==> src/rtl/rf_wb_arbiter.sv <==
// Write-back arbiter for the register file's single write port, plus a
// per-register busy scoreboard used by decode for RAW hazard detection.
module rf_wb_arbiter (
    input  logic        clk,
    input  logic        rst_n,

    input  logic        a_valid,
    output logic        a_ready,
    input  logic [4:0]  a_rd,
    input  logic [31:0] a_data,

    input  logic        b_valid,
    output logic        b_ready,
    input  logic [4:0]  b_rd,
    input  logic [31:0] b_data,

    input  logic        rsv_valid,
    input  logic [4:0]  rsv_rd,
    input  logic        flush,
    output logic [31:0] busy,

    output logic        rf_write_enable,
    output logic [4:0]  rf_addr_3,
    output logic [31:0] rf_write_data
);

    typedef enum logic {
        GRANT_A = 1'b0,
        GRANT_B = 1'b1
    } grant_t;

    grant_t      last_grant;
    logic        accept;
    logic        write_rf;
    logic [4:0]  acc_rd;
    logic [31:0] acc_data;
    logic [31:0] busy_q;
    logic [31:0] busy_next;

    // Ready depends only on the two valids and last_grant, never on rd/data.
    always_comb begin
        a_ready = a_valid && (!b_valid || (last_grant == GRANT_B));
        b_ready = b_valid && (!a_valid || (last_grant == GRANT_A));
    end

    assign accept   = a_ready || b_ready;
    assign acc_rd   = a_ready ? a_rd   : b_rd;
    assign acc_data = a_ready ? a_data : b_data;
    assign write_rf = accept && (acc_rd != 5'd0);

    // NOTE: every variable gets a default first so no latch is inferred.
    always_comb begin
        busy_next = busy_q;
        if (flush) begin
            busy_next = '0;
        end else begin
            if (accept) begin
                busy_next[acc_rd] = 1'b0;
            end
            // A same-cycle reservation belongs to a younger instruction, so it wins.
            if (rsv_valid) begin
                busy_next[rsv_rd] = 1'b1;
            end
        end
        busy_next[0] = 1'b0;
    end

    // NOTE: sequential state uses non-blocking assignments only.
    always_ff @(posedge clk or negedge rst_n) begin
        if (!rst_n) begin
            last_grant      <= GRANT_B;
            busy_q          <= '0;
            rf_write_enable <= 1'b0;
            rf_addr_3       <= '0;
            rf_write_data   <= '0;
        end else begin
            busy_q          <= busy_next;
            rf_write_enable <= write_rf;
            if (accept) begin
                last_grant <= a_ready ? GRANT_A : GRANT_B;
            end
            // Address and data hold when nothing (or only an x0 write) is accepted.
            if (write_rf) begin
                rf_addr_3     <= acc_rd;
                rf_write_data <= acc_data;
            end
        end
    end

    assign busy = busy_q;

endmodule

==> config.mk <==
export PLATFORM = sky130hd
export DESIGN_NAME = rf_wb_arbiter
export DESIGN_NICKNAME = d
export VERILOG_FILES = /design/src/rtl/rf_wb_arbiter.sv
export SDC_FILE = /design/constraint.sdc
export NUM_CORES = 1
export LEC_CHECK = 0
export BUFFER_PORTS_ARGS = -buffer_cell sky130_fd_sc_hd__buf_2
export CORE_ASPECT_RATIO = 1.5
export CORE_MARGIN = 1.5
export CORE_UTILIZATION = 53
export CTS_CLUSTER_DIAMETER = 150
export DETAILED_ROUTE_END_ITERATION = 10
export GPL_TIMING_DRIVEN = 0
export HOLD_SLACK_MARGIN = 0.03
export PLACE_DENSITY = 0.84
export SYNTH_ARGS = -nofsm -noshare
export SYNTH_HDL_FRONTEND = slang
export SYNTH_SLANG_ARGS = --single-unit
==> constraint.sdc <==
create_clock -name clk -period 5.3 [get_ports clk]
set_clock_uncertainty 0.1 [all_clocks]
set_input_delay 0.795 -clock clk [delete_from_list [all_inputs] [get_ports clk]]
set_output_delay 0.795 -clock clk [all_outputs]
set_load 0.02 [all_outputs]
==> results.yml <==
synth:
  syn_area_um2: 3872
  synth_top_family_by_area: "multiplexers"
  syn_inst: 350
  synth_top_area_share_pct: 44.59
  yosys.area_share.simple_pct: 14.15
  yosysTopAreaCell: "dfrtp_1"
  synth-adder-area-share_pct: 0
  synth_top_flop_cell: "dfrtp_1"
  ys_seq_area_share_pct: 45.27
  synthesis.nets: 435
  yosysMostFrequentCell: "dfrtp_1"
  synth-seq-cells: 70
  synth_area_leaders: "dfrtp_1 45%, mux2_2 11%, mux2_4 10%"
  yosysWarnings: 0
  synth_xor_area_share_pct: 0
  synth_mux_area_share_pct: 22.07
  ys_types: 53
  async_reset_ff_share_pct: 100.0
  syn_avg_cell_area_um2: 11.06
  synth_enable_flop_cells: 0
  synth_compound_area_share_pct: 14.12
  synthTopCellsByCount: "69 x dfrtp_1, 39 x mux2_2, 27 x mux2_4, 24 x nor2_1, 20 x a311oi_1"
critical_path:
  r2r_start: "last_grant$_DFFE_PN1N_"
  crit_type: "reg -> out"
  rr_worst_depth: 5
  worstPathArrival_ns: 1.74
  rr_endpoint: "busy[20]$_DFF_PN0_"
  cp.required_ns: 4.41
  endpoint_kind: "output pin"
  worstSetupStartpointType: "flip-flop"
  reg2reg_slack_ns: 2.82
  path_max_fanout: 9
clock_tree:
  cts_tree: "yes"
  clk_pin_slew_worst_paths_ns: 0.07
  clkLatencyLatePin_ns: 0.34
  ctsResizeCount: 0
  cts.sinks: 70
  cts_made_buffers: 9
  cts-root-buf: "clkbuf_8"
  clock_path_buffers: 2
  post_cts_buffers: 0
  htree_levels: 3
  postCtsHoldBufs: 0
job:
  drv_cap: 0
pwr:
  power.density_nw_per_um2: 291.3
  vdd_drop_max_mv: 0.1944
  power.leakage_nw: 2.334
global_routing:
  groute.usage.overall_pct: 27.81
  grt_pass1_wl_um: 16760
  grt_remaining_overflow: 0
  antenna_found_initial: 0
  grt_pass1_vias: 3496
  grt_max_degree: 71
drt:
  drtAntennaViolNets: 0
  drt_iter0_drc: 287
  wl_um: 10330
  routed-via-count: 3464
  wl_per_cell_um: 17.36
  avgViaCountPerCell: 5.822
  drc_errors: 0
  dr.pass1.iters: 4
final_layout:
  nNetsFinal: 595
  drive_above_1_share_pct: 48.54
  fill_cells: 536
  syn_to_final_growth_pct: 26.72
  diodes: 0
  final_cells: 595
place:
  port_buffers: 149
  dp_cells: 579
  place_congestion: 0.9368
  hpwlAfterDp_um: 7761
floorplan:
  io_pins: 157
  rows: 38
  dieWidth_um: 72.79
  fp.dieH_um: 107.7
  core_area_um2: 7132
  start_util_pct: 54.30
  die_area_um2: 7839
sta:
  hold_violations: 0
  maxSlewHeadroom_pct: 28.30
  timing.final.crit_share_pct: 49.80
  finalSetupViolations: 0
  clock.fmax_ghz: 0.3789
  layout_min_cycle_time_ns: 2.639
  fin_setup_tns_ns: 0
  worst_pin_slew_ns: 1.067
  drv_slew: 0
  rsz0062_at_grt: "false"
hold_path:
  hold_end: "rf_addr_3[4]$_DFFE_PN0P_"
  hold_start: "rf_addr_3[4]$_DFFE_PN0P_"
  hold_path_class: "reg -> reg"
  whs_path_depth: 1
run_status:
  outcome: "complete, no violations"
## registers in the layout, summed over array words and instances, names as in the netlist
name             flops
busy                31
last_grant           1
rf_addr_3            5
rf_write_data       32
rf_write_enable      1
## power breakdown
group / leakage, nW / switching, mW / internal [mW]
Combinational: 1.35 / 0.222 / 0.178
Clock: 0.0954 / 0.200 / 0.207
Sequential: 0.886 / 0.0317 / 0.591
## cell usage in the layout, fill, tap and decap left out, drive strengths merged, types with 2 or more instances in the layout
cell     Yosys  layout
or2          6       6
o2111ai      3       3
a2111oi      3       3
inv         14      14
a21boi       2       2
nor2        25      25
a311oi      20      20
or4          3       3
nand4        2       2
clkbuf      10      23
a221oi       4       4
dfrtp       69      69
clkinv       0       2
nor2b        8       8
mux2        66      66
o41ai        3       3
nand3        7       7
nand3b       5       5
nand2       19      19
and3         2       2
nand2b       8       8
a211oi       4       4
nand4b       2       2
o21ai       15      15
a32oi        2       2
nor3         4       4
a21oi       15      15
nor3b        4       4
buf         12     161
## worst max-delay path, cell delays in order, from the launching register on
cell and delay [ns]:
dfstp_2 0.55, nand2b_1 0.19, nand2_2 0.21, inv_1 0.24
buf_2 0.21
## logic make-up after synthesis
logic type | count (synthesis)
compound gates | 75
other cells | 1
flops | 70
simple gates | 101
mux | 67
buf+inv | 36
## final cells by class
class	count	area, um^2	area share [%]
flip-flops and latches	70	1753	35.72
well taps	80	100.1	2.040
repair buffers	149	748.2	15.25
inverters	14	52.55	1.071
clock inverters	3	17.52	0.3570
plain buffers	22	113.9	2.320
multi-input cells	244	1953	39.80
clock buffers	13	168.9	3.442
## metrics by stage
stage | total power [mW] | hold WS [ns] | utilization [%] | setup WS, ns | instance area (um^2)
after floorplan | 0.8863 | 0.3994 | - | 2.837 | 3872
after global placement | 1.018 | 0.3708 | 66.16 | 2.618 | 4718
after detailed placement | 1.030 | 0.3819 | 66.19 | 2.592 | 4721
after CTS | 1.438 | 0.4063 | 68.81 | 2.661 | 4907
after global routing | 1.494 | 0.4279 | 68.81 | 2.566 | 4907
final | 1.429 | 0.4062 | 68.81 | 2.661 | 4907
## how the worst max path moves through the flow
stage                                     to              startpoint
after global routing                 a_ready  last_grant$_DFFE_PN1N_
final                                a_ready  last_grant$_DFFE_PN1N_
after global placement    busy[12]$_DFF_PN0_                 b_valid
after CTS                            a_ready  last_grant$_DFFE_PN1N_
after detailed placement   busy[8]$_DFF_PN0_                 b_valid
after floorplan           busy[18]$_DFF_PN0_                 a_valid
## routing by layer
| layer | vias to the layer above | track usage (%) | share of wire, % | wire length [um] |
|---|---|---|---|---|
| li1 | 1609 | - | - | - |
| met1 | 1635 | 32.62 | 38 | 3887 |
| met2 | 199 | 47.51 | 52 | 5406 |
| met3 | 21 | 6.648 | 7.2 | 745 |
| met4 | 0 | 12.13 | 2.8 | 292 |
| met5 | - | 0 | 0 | 0 |
Power figures use the tool's default switching activity.
